`config.mk`:
```
export PLATFORM = sky130hd
export DESIGN_NAME = controller_sequencer
export DESIGN_NICKNAME = d
export VERILOG_FILES = /design/src/rtl/controller_sequencer.sv
export SDC_FILE = /design/constraint.sdc
export NUM_CORES = 1
export LEC_CHECK = 0
export ABC_AREA = 1
export BUFFER_PORTS_ARGS = -buffer_cell sky130_fd_sc_hd__buf_2
export CAP_MARGIN = 20
export CORE_MARGIN = 1.5
export CORE_UTILIZATION = 45
export CTS_BUF_LIST = sky130_fd_sc_hd__clkbuf_8
export CTS_CLUSTER_DIAMETER = 50
export CTS_CLUSTER_SIZE = 30
export DETAILED_ROUTE_END_ITERATION = 16
export GPL_TIMING_DRIVEN = 0
export MAX_ROUTING_LAYER = met4
export PLACE_DENSITY = 0.78
export SETUP_SLACK_MARGIN = 0.3
export SKIP_CTS_REPAIR_TIMING = 1
export SKIP_LAST_GASP = 1
export SLEW_MARGIN = 20
export SYNTH_ARGS = -nofsm -noshare
export SYNTH_HDL_FRONTEND = slang
export SYNTH_SLANG_ARGS = --single-unit
```
`constraint.sdc`:
```
create_clock -name CLK -period 2 [get_ports CLK]
set_input_delay 0.5 -clock CLK [delete_from_list [all_inputs] [get_ports CLK]]
set_output_delay 0.5 -clock CLK [all_outputs]
set_load 0.03 [all_outputs]
```
`src/rtl/controller_sequencer.sv`:
```
// SAP-2 subset controller/sequencer: one-hot T1..T6 ring counter plus opcode decode driving the WBUS control word.
// Optional build macro CTRL_ILLEGAL_HALT_EN: unlisted opcodes halt and raise ILL instead of running as NOP.
module controller_sequencer (
    input  logic       CLK,
    input  logic       CLR,
    input  logic [7:0] opcode,
    output logic [5:0] tstate,
    output logic       nLi,
    output logic       nEp,
    output logic       Cp,
    output logic       nLm,
    output logic       nCE,
    output logic       nLa,
    output logic       nEa,
    output logic       nLb,
    output logic       nEb,
    output logic       Su,
    output logic       nEu,
    output logic       nLo,
    output logic       HLT,
    output logic       ILL
);

    localparam logic [7:0] OP_NOP   = 8'h00;
    localparam logic [7:0] OP_MVIA  = 8'h3E;
    localparam logic [7:0] OP_MVIB  = 8'h06;
    localparam logic [7:0] OP_MOVBA = 8'h47;
    localparam logic [7:0] OP_MOVAB = 8'h78;
    localparam logic [7:0] OP_ADDB  = 8'h80;
    localparam logic [7:0] OP_SUBB  = 8'h90;
    localparam logic [7:0] OP_OUT   = 8'hD3;
    localparam logic [7:0] OP_HLT   = 8'h76;

    typedef enum logic [5:0] {
        T1 = 6'b000001,
        T2 = 6'b000010,
        T3 = 6'b000100,
        T4 = 6'b001000,
        T5 = 6'b010000,
        T6 = 6'b100000
    } tstate_e;

    typedef struct packed {
        logic nLi, nEp, Cp, nLm, nCE, nLa, nEa, nLb, nEb, Su, nEu, nLo;
    } ctl_t;

    localparam ctl_t CTL_IDLE = 12'b1101_1111_1011;

    tstate_e state, state_next;
    logic    halt_next;
    logic    ill_next;
    ctl_t    ctl;

    // NOTE: every variable gets a default before the case so no path leaves it unassigned (no latch).
    always_comb begin
        state_next = state;
        halt_next  = HLT;
        ill_next   = ILL;
        ctl        = CTL_IDLE;
        if (!HLT) begin
            unique case (state)
                T1: begin
                    ctl.nEp = 1'b0;
                    ctl.nLm = 1'b0;
                    state_next = T2;
                end
                T2: begin
                    ctl.Cp = 1'b1;
                    state_next = T3;
                end
                T3: begin
                    ctl.nCE = 1'b0;
                    ctl.nLi = 1'b0;
                    state_next = T4;
                end
                T4: begin
                    state_next = T1;
                    case (opcode)
                        OP_NOP: ;
                        OP_MVIA, OP_MVIB, OP_OUT: begin
                            ctl.nEp = 1'b0;
                            ctl.nLm = 1'b0;
                            state_next = T5;
                        end
                        OP_MOVBA: begin
                            ctl.nEa = 1'b0;
                            ctl.nLb = 1'b0;
                        end
                        OP_MOVAB: begin
                            ctl.nEb = 1'b0;
                            ctl.nLa = 1'b0;
                        end
                        OP_ADDB: begin
                            ctl.nEu = 1'b0;
                            ctl.nLa = 1'b0;
                        end
                        OP_SUBB: begin
                            ctl.Su  = 1'b1;
                            ctl.nEu = 1'b0;
                            ctl.nLa = 1'b0;
                        end
                        OP_HLT: begin
                            state_next = T4;
                            halt_next  = 1'b1;
                        end
                        default: begin
`ifdef CTRL_ILLEGAL_HALT_EN
                            state_next = T4;
                            halt_next  = 1'b1;
                            ill_next   = 1'b1;
`endif
                        end
                    endcase
                end
                T5: begin
                    ctl.Cp = 1'b1;
                    state_next = T6;
                end
                T6: begin
                    state_next = T1;
                    case (opcode)
                        OP_MVIA: begin
                            ctl.nCE = 1'b0;
                            ctl.nLa = 1'b0;
                        end
                        OP_MVIB: begin
                            ctl.nCE = 1'b0;
                            ctl.nLb = 1'b0;
                        end
                        OP_OUT: begin
                            ctl.nEa = 1'b0;
                            ctl.nLo = 1'b0;
                        end
                        default: ;
                    endcase
                end
                default: state_next = T1;
            endcase
        end
    end

    // CLR forces every control inactive in the same cycle, not only after the edge.
    assign {nLi, nEp, Cp, nLm, nCE, nLa, nEa, nLb, nEb, Su, nEu, nLo} = CLR ? CTL_IDLE : ctl;
    assign tstate = state;

    // NOTE: sequential state uses non-blocking assignments so all registers update from pre-edge values.
    always_ff @(posedge CLK) begin
        if (CLR) begin
            state <= T1;
            HLT   <= 1'b0;
        end else begin
            state <= state_next;
            HLT   <= halt_next;
        end
    end

`ifdef CTRL_ILLEGAL_HALT_EN
    always_ff @(posedge CLK) begin
        if (CLR) ILL <= 1'b0;
        else     ILL <= ill_next;
    end
`else
    assign ILL = 1'b0;
`endif

endmodule

```
== After elaboration in Yosys (flattened, before gate mapping) ==
Index checks and enable logic that the tools add are counted.
Operators by class
  equal/unequal tests: 14
  multiplexer cells: 24
  reduce and logical (&&, ||, !) cells: 5
Operators with widths (number)
  one-hot mux 6 bit (5 select lines): 1
  equality test 8 x 7 -> 1 bit, second input constant: 3
  equality test 8 bit, second input constant: 3
  two-way mux 12 bit: 2
  two-way mux 1 bit: 15
  one-hot mux 5 bit (2 select lines): 1
  equality test 8 x 3 -> 1 bit, second input constant: 1
  equality test 8 x 6 -> 1 bit, second input constant: 1
  equality test 6 x 1 -> 1 bit, second input constant: 1
  equality test 6 x 2 -> 1 bit, second input constant: 1
  equality test 6 x 3 -> 1 bit, second input constant: 1
  equality test 6 x 4 -> 1 bit, second input constant: 1
  equality test 6 x 5 -> 1 bit, second input constant: 1
  equality test 6 bit, second input constant: 1
  one-hot mux 3 bit (2 select lines): 1
  OR reduction 2 bit: 3
  OR reduction 3 bit: 2
  one-hot mux 1 bit (2 select lines): 2
  two-way mux 3 bit: 1
  two-way mux 2 bit: 1
Storage, ports and cells
  register bits after elaboration: 7
  input bits: 10
  output and inout port bits: 20
  word-level logic and storage cells: 45

== Logic depth before layout (Yosys ltp) ==
Gate-level depths: netlist of run 1.
  depth in word-level cells: 6
  gate-level depth with buffers: 9
  depth with buffers taken out: 9

== Worst setup path before layout of run 1 ==
Ideal clock, no wire load.
  path kind: input to output
  from: input port opcode[4]
  to: output port nLm
  arrival time: 1.737 ns
  data required time: 1.500 ns
  slack: -0.237 ns
  stages: 8
  path buffers: 1
  cell sequence: nand2_1 inv_1 nand2_1 nor2_2 nor2_1 nand2_1 o211ai_1 buf_4
Between the ends
  cells in the longest elaborated chain, start to end: 6
  elaborated cells on any way between the ends: 8
  classes of those cells: eq/ne: 3; mux: 4; reduce/logical: 1
Ends and longest elaborated chain
  from (decl): RTL line 6  | input logic [7:0] opcode,
  equality test 8 x 6 -> 1 bit, or another cell as far along: RTL line 78  | case (opcode)
  OR reduction 3 bit *: RTL line 78
  two-way mux 1 bit *: RTL line 78
  one-hot mux 1 bit (2 select lines) *: RTL line 61  | unique case (state)
  two-way mux 12 bit *: RTL line 60  | if (!HLT) begin
  two-way mux 12 bit *: RTL line 143  | assign {nLi, nEp, Cp, nLm, nCE, nLa, nEa, nLb, nEb, Su, nEu, nLo} = CLR ? CTL_IDLE : ctl;
  to (decl): RTL line 11  | output logic nLm,
Every way passes the cells marked *; elsewhere a longest branch is shown, timed or not.

== Final worst setup path of run 1 ==
  from: register state[5] (netlist: tstate[5])
  to: output port nCE
Between the ends
  cells in the longest elaborated chain, start to end: 4
  elaborated cells on any way between the ends: 5
  classes of those cells: eq/ne: 2; mux: 3
Ends and longest elaborated chain
  from (decl): RTL line 49  | tstate_e state, state_next;
  from (signal assigned): RTL line 152  | state <= state_next;
  equality test 6 bit / equality test 6 x 3 -> 1 bit (equally long branches): RTL line 61
  one-hot mux 1 bit (2 select lines) *: RTL line 61
  two-way mux 12 bit *: RTL line 60
  two-way mux 12 bit *: RTL line 143
  to (decl): RTL line 12  | output logic nCE,
Marked as above.

==> flow_summary.yaml, run 1 <==
outcome:
  outcome: "finished with violations"
  violations: "setup timing"
route:
  wl_per_cell_um: 15.1
  routed_wl_um: 2590
  vias: 1009
  vias_per_cell: 5.90
  first_pass_iters: 4
  drc: 0
  ant_nets: 0
  drtIter0Drc: 72
logic_synthesis:
  ys_ff_latch: 7
  ys_types: 21
  synth.yosys.warnings: 0
  syn_avg_cell_area_um2: 5.84
  synth_fp_nets: 125
  synth_seq_area_share: 0.209
  syn_area_um2: 672
  syn_inst: 115
timing:
  period_minus_slack_ns: 2.16
  final.period_utilization: 1.08
  fin_worst_skew_ns: 0.00161
  worst_hold_slack_ns: 0.517
  setup_viol: 9
  setup_ws_ns: -0.162
  max_freq_ghz: 0.463
  slew_violations: 0
  hold_viol_final: 0
  rsz0062_at_grt: "true"
cts:
  numCtsBuffers: 3
  cts_tree: "done"
  clk_path_buf_depth: 2
  clk_latency_ns: 0.23
  clock-sinks: 7
  root_buffer: "clkbuf_8"
  htreeDepth: 1
  clk_pin_slew_ns: 0.04
place:
  io_buffer_count: 28
  hpwlAfterDp_um: 1430
  place_congestion: 0.917
  post-place-cells: 158
min_path:
  whs_path_depth: 2
  hold_class: "reg2reg"
  worstHoldEndpoint: "tstate[4]"
  hold_start: "tstate[4]"
global_route:
  busiest_layer: "met1"
  grt_max_degree: 9
  antenna_found_initial: 0
  grt_usage: 0.224
  grt_use_met2: 0.313
  use_met1: 0.316
  gr-total-overflow: 0
  grt_pass1_vias: 692
  grt_pass1_wl_um: 2930
  use_met3: 0.0522
worst_setup_path:
  rr_endpoint: "tstate[0]"
  path_max_fanout: 4
  r2r_start: "tstate[5]"
  cp.required_ns: 1.50
  endpoint_kind: "output port"
  r2r_cells: 9
  reg2reg_slack_ns: 0.63
  cp.arrival_ns: 1.66
  start_kind: "flip-flop"
  critPathKind: "reg2out"
run:
  maxCapViolations: 0
pwr:
  p_leak_nw: 0.549
  sequentialPowerShare: 0.285
  combPwrFrac: 0.373
  ir_drop_v: 0.000333
  internal-power_mw: 0.363
  switching_power_mw: 0.212
  pwr_density_cell_mw_per_mm2: 468
  p_sw_frac: 0.368
  p_clk_frac: 0.343
floorplanning:
  chipHeight_um: 41.6
  rows: 13
  start_util: 0.498
  io_pins: 30
  die_w_um: 41.6
  fp.dieArea_mm2: 0.00173
  core-area_mm2: 0.00135
final_layout:
  n_antenna_cell: 0
  finalNonFillerCells: 171
  area_delta_synth_final_pct: 82.9
  drive_gt1_frac: 0.558
  layout_common_cells: "buf_4 (18), inv_1 (15), nand2_1 (12)"
  final_net_count: 167
  final_common_cell: "buf_4"
[power groups by stage]
stage	registers [mW]	logic (mW)	clock network [mW]
final	0.163	0.214	0.197
after detailed placement	0.166	0.161	0
after global routing	0.164	0.226	0.206
after floorplan	0.180	0.0949	0
after global placement	0.165	0.159	0
after CTS	0.163	0.162	0.200
[flip-flops by register name (all words and copies together) (netlist names)]
name	count
HLT	1
tstate	6
[cell usage after synthesis (all sizes together)]
master,instances,share of area
nor2,23,0.17
inv,21,0.12
nand2,19,0.11
nand3,9,0.067
a21oi,8,0.060
dfxtp,7,0.21
nand4,7,0.088
o21ai,7,0.052
nor3,3,0.022
o211ai,3,0.034
or2,3,0.032
buf,2,0.022
conb,1,0.0056
nand3b,1,0.011
o22ai,1,0.0093
[cell families (layout without fill, tap and decap cells)]
family,Yosys count,count (layout),synth area share
and+or+nand+nor,65,65,0.492
buffers and inverters,23,64,0.140
AOI/OAI and AO/OA,19,19,0.155
DFF,7,7,0.209
other,1,1,0.00558
[through the flow]
step	setup slack, ns	TNS (ns)	util	power, mW	instance area, um2
floorplan	-0.200	-0.221	-	0.275	761
global placement	-0.127	-0.293	0.681	0.324	920
detailed placement	-0.135	-0.352	0.681	0.327	920
CTS	-0.135	-0.640	0.715	0.526	965
global route	-0.213	-0.960	0.910	0.596	1230
finish	-0.162	-0.547	0.910	0.575	1230
[worst max-delay path, cell delays in order (launching register included)]
cell and delay [ns]:
dfxtp_4 0.36, nor2_4 0.18, buf_4 0.14, nand3_2 0.07, nor2_2 0.18, nand2_1 0.11
o21ai_0 0.10, o21ai_1 0.11, buf_4 0.18
[worst max-delay path by stage]
stage	start	endpoint	cells past startpoint
2_1_floorplan	opcode[1]	nLm	8
3_3_place_gp	opcode[1]	nLm	10
3_5_place_dp	opcode[1]	nLm	10
4_1_cts	opcode[1]	nLm	10
5_1_grt	tstate[5]	nCE	8
6_report	tstate[5]	nCE	8
[cell type report]
cell class                 count  area [um2]
buffer                         2        15.0
tap                           15        18.8
multi-input combinational     85         579
inverter                      21         101
clock buffer                   3        41.3
sequential                     7         149
clock inverter                 1        3.75
fill                          57         121
timing repair buffer          37         320
[metal layers]
layer | share of wire | vias up
met2 | 0.49 | 78
met4 | 0.017 | 0
met5 | 0 | -
met1 | 0.41 | 462
met3 | 0.082 | 8
li1 | - | 461
Note: power is estimated with default switching activity, not from simulation.
==> run 2: changes to the inputs <==
ABC_AREA = 0   (was 1)
PLACE_DENSITY = 0.79   (was 0.78)
==> run 2 against run 1 <==
  * Critical path depth is 3 lower
  * Setup slack got worse by 0.46 ns
  * Clock skew increased by 0.0066 ns
  * The flow still finishes with violations (setup timing)
  * Power grew 3.9%
  * Critical path type is now in2out
  * Flip-flop and latch count unchanged
  * Global-route usage increased by 5.3 points
==> flow_summary.yaml, run 2 <==
logic_synthesis:
  post-synth-top-area-cell: "dfxtp_1"
  synth-main-ff-cell: "dfxtp_1"
  synth_top_family_by_area: "simple AND/OR/NAND/NOR gates"
  synthSimpleGateAreaFrac: 0.485
  ys_ff_latch: 7
  synthMuxAreaShare: 0.0158
  netlist_top_cells_count: "nor2_1 (12), dfxtp_1 (7), nor3_1 (6)"
  synth-compound-area-share: 0.205
  synth_xor_area_frac: 0.0138
  synth.top_cell.area_share: 0.221
  synth_seq_area_share: 0.221
  synth-edff-count: 0
  synth_fp_nets: 97
  synth_most_common_cell: "nor2_1"
  syn_avg_cell_area_um2: 7.29
  synthArstFlopShare: 0
  ys_types: 37
  syn_area_um2: 634
  synth.yosys.warnings: 0
  syn_inst: 87
  synth_fa_ha_area_frac: 0
  synth_area_leaders: "dfxtp_1 (22%), nor2_1 (7.1%), nand4_1 (4.9%), nor3_1 (4.7%), a21oi_1 (3.9%)"
timing:
  period_minus_slack_ns: 2.62
  slew_violations: 0
  setup_viol: 11
  max_freq_ghz: 0.382
  setup_ws_ns: -0.618
  slew_headroom: 0.653
  worstMarginPinSlew_ns: 0.521
  rsz0062_at_grt: "true"
  final.period_utilization: 1.31
  hold_viol_final: 0
  fin_worst_skew_ns: 0.00823
  worst_hold_slack_ns: 0.552
floorplanning:
  core-area_mm2: 0.00130
  start_util: 0.487
  rows: 13
  io_pins: 30
  die_w_um: 40.5
  fp.dieArea_mm2: 0.00164
  chipHeight_um: 40.5
global_route:
  grt_pass1_wl_um: 2860
  grt_pass1_vias: 639
  gr-total-overflow: 0
  grt_usage: 0.277
  antenna_found_initial: 0
  grt_max_degree: 11
place:
  dp_slack_ns: -0.620
  io_buffer_count: 27
  place_area_um2: 917
  place_congestion: 0.856
  hpwlAfterDp_um: 1530
min_path:
  hold_class: "reg2reg"
final_layout:
  layout_common_cells: "buf_6 (13), buf_2 (13), buf_4 (10)"
  drive_gt1_frac: 0.563
  final_core_util: 0.910
  largest_reg_flops: 6
  area_delta_synth_final_pct: 86.6
  final_area_mm2: 0.00118
  n_antenna_cell: 0
  final_net_count: 137
route:
  first_pass_iters: 4
  drt-met1-wl_um: 1040
  wl_met3_um: 179
  wl_per_cell_um: 18.2
  top_layer: "met4"
  routed_wl_um: 2570
  vias_per_cell: 6.52
  drc: 0
  ant_nets: 0
  vias: 919
  wl_met2_um: 1300
  drtIter0Drc: 35
cts:
  root_buffer: "clkbuf_8"
  clock-sinks: 7
  numCtsBuffers: 3
  cts_tree: "done"
  htreeDepth: 1
  clk_pin_slew_ns: 0.04
  clk_path_buf_depth: 2
  clk_latency_ns: 0.24
pwr:
  p_leak_nw: 0.445
  pwr_density_cell_mw_per_mm2: 504
  ir_drop_v: 0.000466
outcome:
  outcome: "finished with violations"
  violations: "setup timing"
worst_setup_path:
  endpoint_kind: "output port"
  cp.arrival_ns: 2.12
  path_max_fanout: 4
  cp.required_ns: 1.50
  start_kind: "input pin"
  critPathKind: "in2out"
run:
  maxCapViolations: 0
## run 2: cell types whose count changed after synthesis, moves of 3 or more
cell / previous run / this run
nand2b_1: 0 / 3
nor2_2: 4 / 0
nand3_1: 9 / 1
clkbuf_1: 0 / 3
nand2_1: 19 / 4
a21oi_1: 8 / 5
o21ai_0: 6 / 3
nor3_1: 3 / 6
inv_1: 20 / 2
nor2_1: 17 / 12
## run 2: logic make-up after synthesis
kind of cell           after synthesis
other                                1
XOR/XNOR                             1
AND/OR/NAND/NOR                     51
flip-flops                           7
buffers and inverters                7
multiplexers                         1
AO/OA/AOI/OAI                       19
## run 2: report_power, final
group	total [mW]	internal, mW	switching (mW)
Combinational	0.220	0.0982	0.122
Clock	0.207	0.136	0.0714
Sequential	0.169	0.148	0.0215
## run 2: critical path, stage by stage
cell and delay, ns:
buf_6 0.10, or4b_4 0.55, or3_4 0.44, or3_4 0.38, buf_6 0.15
## run 2: final cells by class
type                    instances  area [um2]
multi-input cells              73         628
clock inverters                 1        5.00
plain buffers                   5        42.5
flip-flops and latches          7         160
inverters                       2        7.51
well taps                      15        18.8
repair buffers                 35         280
clock buffers                   3        41.3
fillers                        60         118
## run 2: final timing paths
kind,startpoint,to,slack (ns),cells after the start
setup / recovery,opcode[5],nLo,-0.62,5
hold / removal,tstate[4],tstate[4],0.55,2
setup reg to reg,tstate[1],tstate[1],0.32,4
hold reg to reg,tstate[4],tstate[4],0.55,2
## run 2: metrics by stage
step | cells | setup TNS (ns) | total power, mW
finish | 141 | -3.54 | 0.597
floorplan | 87 | -1.35 | 0.293
global route | 141 | -4.02 | 0.621
detailed placement | 129 | -3.31 | 0.340
global placement | 129 | -3.12 | 0.337
CTS | 133 | -4.14 | 0.547
## run 2: per-layer routing
| metal | global-route usage | up-vias |
|---|---|---|
| met1 | 0.340 | 438 |
| met4 | 0.142 | 0 |
| met2 | 0.397 | 58 |
| met5 | - | - |
| li1 | - | 414 |
| met3 | 0.0944 | 9 |
==> run 3: changes to the inputs <==
GPL_TIMING_DRIVEN = unset   (was 0)
==> run 3 against run 2 <==
  * The flow now stops in global routing (5_1_grt)
  * Synthesized cell count unchanged
  * Area after synthesis unchanged
==> flow_summary.yaml, run 3 <==
outcome:
  outcome: "aborted with a tool error"
  failed_stage: "global routing (5_1_grt)"
  stop_error: "[ERROR DPL-0038] Utilization greater than 100%, impossible to legalize"
floorplanning:
  die_w_um: 40.5
  rows: 13
  io_pins: 30
  start_util: 0.487
  chipHeight_um: 40.5
timing:
  crit_endpoint: "nLo"
  worst-ep-kind: "primary output"
cts:
  clock-sinks: 7
  numCtsBuffers: 3
  htreeDepth: 1
  root_buffer: "clkbuf_8"
  clk_path_buf_depth: 2
global_route:
  grt_max_degree: 12
logic_synthesis:
  synth_fp_nets: 97
  synth-edff-count: 0
  synth.yosys.warnings: 0
  synthArstFlopShare: 0
  synth.top_cell.area_share: 0.221
  ys_ff_latch: 7
  synth_seq_area_share: 0.221
  syn_inst: 87
  syn_area_um2: 634
  netlist_top_cells_count: "nor2_1 (12), dfxtp_1 (7), nor3_1 (6)"
  post-synth-top-area-cell: "dfxtp_1"
  synth-main-ff-cell: "dfxtp_1"
  synth_most_common_cell: "nor2_1"
  ys_types: 37
  syn_avg_cell_area_um2: 7.29
  synth_area_leaders: "dfxtp_1 (22%), nor2_1 (7.1%), nand4_1 (4.9%), nor3_1 (4.7%), a21oi_1 (3.9%)"
place:
  io_buffer_count: 28
  hpwlAfterDp_um: 1900
  place_congestion: 0.945
## run 3: cell counts after synthesis
No cell type changed its count.
## run 3: through the flow
step | cells | cell area, um2 | setup slack, ns
2_1_floorplan | 87 | 763 | -0.382
4_1_cts | 159 | 1150 | -0.549
3_5_place_dp | 155 | 1110 | -0.547
3_3_place_gp | 155 | 1110 | -0.534
## run 3: cell families after synthesis
group,share of synthesized area
AO/OA/AOI/OAI,0.205
XOR/XNOR,0.0138
buffers and inverters,0.0533
flip-flops,0.221
multiplexers,0.0158
other,0.00591
AND/OR/NAND/NOR,0.485
==> run 4: changes to the inputs <==
CORE_AREA = 2 2 63 65   (was unset)
CORE_MARGIN = unset   (was 1.5)
CORE_UTILIZATION = unset   (was 45)
CTS_BUF_LIST = unset   (was sky130_fd_sc_hd__clkbuf_8)
CTS_CLUSTER_DIAMETER = unset   (was 50)
CTS_CLUSTER_SIZE = unset   (was 30)
DIE_AREA = 0 0 65 67   (was unset)
MAX_ROUTING_LAYER = unset   (was met4)
PLACE_DENSITY = unset   (was 0.79)
PLACE_DENSITY_LB_ADDON = 0.15   (was unset)
SETUP_SLACK_MARGIN = unset   (was 0.3)
==> run 4 against run 3 <==
  * The flow now finishes, with violations (setup timing)
==> flow_summary.yaml, run 4 (synthesized netlist as in run 2, its figures left out) <==
global_route:
  grt_usage: 0.111
  grt_pass1_wl_um: 3760
  gr-total-overflow: 0
  grt_pass1_vias: 846
  antenna_found_initial: 0
  grt_max_degree: 12
floorplanning:
  rows: 22
  fp.dieArea_mm2: 0.00436
  start_util: 0.176
  die_w_um: 65
  chipHeight_um: 67
  core-area_mm2: 0.00361
  io_pins: 30
worst_setup_path:
  path_common_cell: "or3_4"
  cp.arrival_ns: 2.05
  critPathKind: "in2out"
  critPathMaxStageDelay_ns: 0.54
  critPathSlowestCell: "or4b_4"
  path_max_fanout: 3
  r2r_cells: 6
  cp.required_ns: 1.50
  endpoint_kind: "output port"
  start_kind: "input pin"
  worstPathCellList: "buf_6 > or4b_4 > or3_4 > or3_4 > buf_4"
final_layout:
  final_common_cell: "buf_4"
  drive_gt1_frac: 0.656
  final_area_mm2: 0.00145
  final_core_util: 0.401
  area_delta_synth_final_pct: 128
  final_net_count: 168
  fillers: 389
  largest_reg_flops: 6
  layout_common_cells: "buf_4 (40), buf_6 (17), buf_2 (14)"
  n_antenna_cell: 0
  finalNonFillerCells: 205
route:
  vias_per_cell: 4.47
  drc: 0
  first_pass_iters: 4
  vias: 917
  routed_wl_um: 2460
  drtIter0Drc: 33
  wl_per_cell_um: 12.0
  ant_nets: 0
timing:
  worst_hold_slack_ns: 0.563
  tns_ns: -3.12
  fin_worst_skew_ns: 0.00597
  slew_violations: 0
  setup_viol: 11
  period_minus_slack_ns: 2.55
  final.period_utilization: 1.27
  rsz0062_at_grt: "true"
  hold_viol_final: 0
  max_freq_ghz: 0.393
  setup_ws_ns: -0.547
cts:
  clk_path_buf_depth: 2
  cts_tree: "done"
  htreeDepth: 1
  root_buffer: "clkbuf_8"
  clock-sinks: 7
  clk_latency_ns: 0.23
  clk_pin_slew_ns: 0.04
  numCtsBuffers: 3
pwr:
  sequentialPowerShare: 0.272
  p_clk_frac: 0.323
  ir_drop_v: 0.000147
  internal-power_mw: 0.416
  switching_power_mw: 0.199
  power_mw: 0.615
  p_leak_nw: 0.594
  p_sw_frac: 0.323
  combPwrFrac: 0.406
  pwr_density_cell_mw_per_mm2: 425
place:
  io_buffer_count: 28
  place_area_mm2: 0.00119
  hpwlAfterDp_um: 1920
  post-place-cells: 195
  dp_slack_ns: -0.557
  place_congestion: 0.712
outcome:
  outcome: "finished with violations"
  violations: "setup timing"
min_path:
  hold_class: "reg2reg"
  whs_path_depth: 2
run:
  maxCapViolations: 0
run 4: area by class of cell:
cell class                 count  area, um2  share of cell area
inverter                       2       7.51             0.00519
clock buffer                   4       45.0              0.0311
sequential                     7        151               0.105
tap                           48       60.1              0.0415
timing repair buffer          71        562               0.388
multi-input combinational     73        622               0.430
run 4: power groups by stage:
| stage | Sequential, mW | Clock, mW | Combinational (mW) |
|---|---|---|---|
| CTS | 0.165 | 0.203 | 0.222 |
| detailed placement | 0.167 | 0 | 0.221 |
| floorplan | 0.183 | 0 | 0.105 |
| global placement | 0.168 | 0 | 0.220 |
| finish | 0.167 | 0.198 | 0.249 |
| global route | 0.169 | 0.218 | 0.267 |
run 4: metal layers:
layer  global-route usage  part of all wire  wire length (um)  vias to the layer above
met5                    0                 0                 0                        -
met4               0.0319                 0                 0                        0
met3               0.0220             0.027                66                        0
met2                0.184              0.48              1190                       15
met1                0.144              0.49              1200                      429
li1                     -                 -                 -                      473
run 4: path summary, 6_finish.rpt:
kind / from / to / slack [ns]
min: tstate[0] / tstate[0] / 0.56
min reg2reg: tstate[0] / tstate[0] / 0.56
max reg2reg: tstate[1] / tstate[1] / 0.35
max: opcode[2] / nLo / -0.55
run 4: worst max-delay path: cells and delay by family:
family	cells	cell delay, ns
buffers and inverters	2	0.26
AND/OR/NAND/NOR	3	1.29
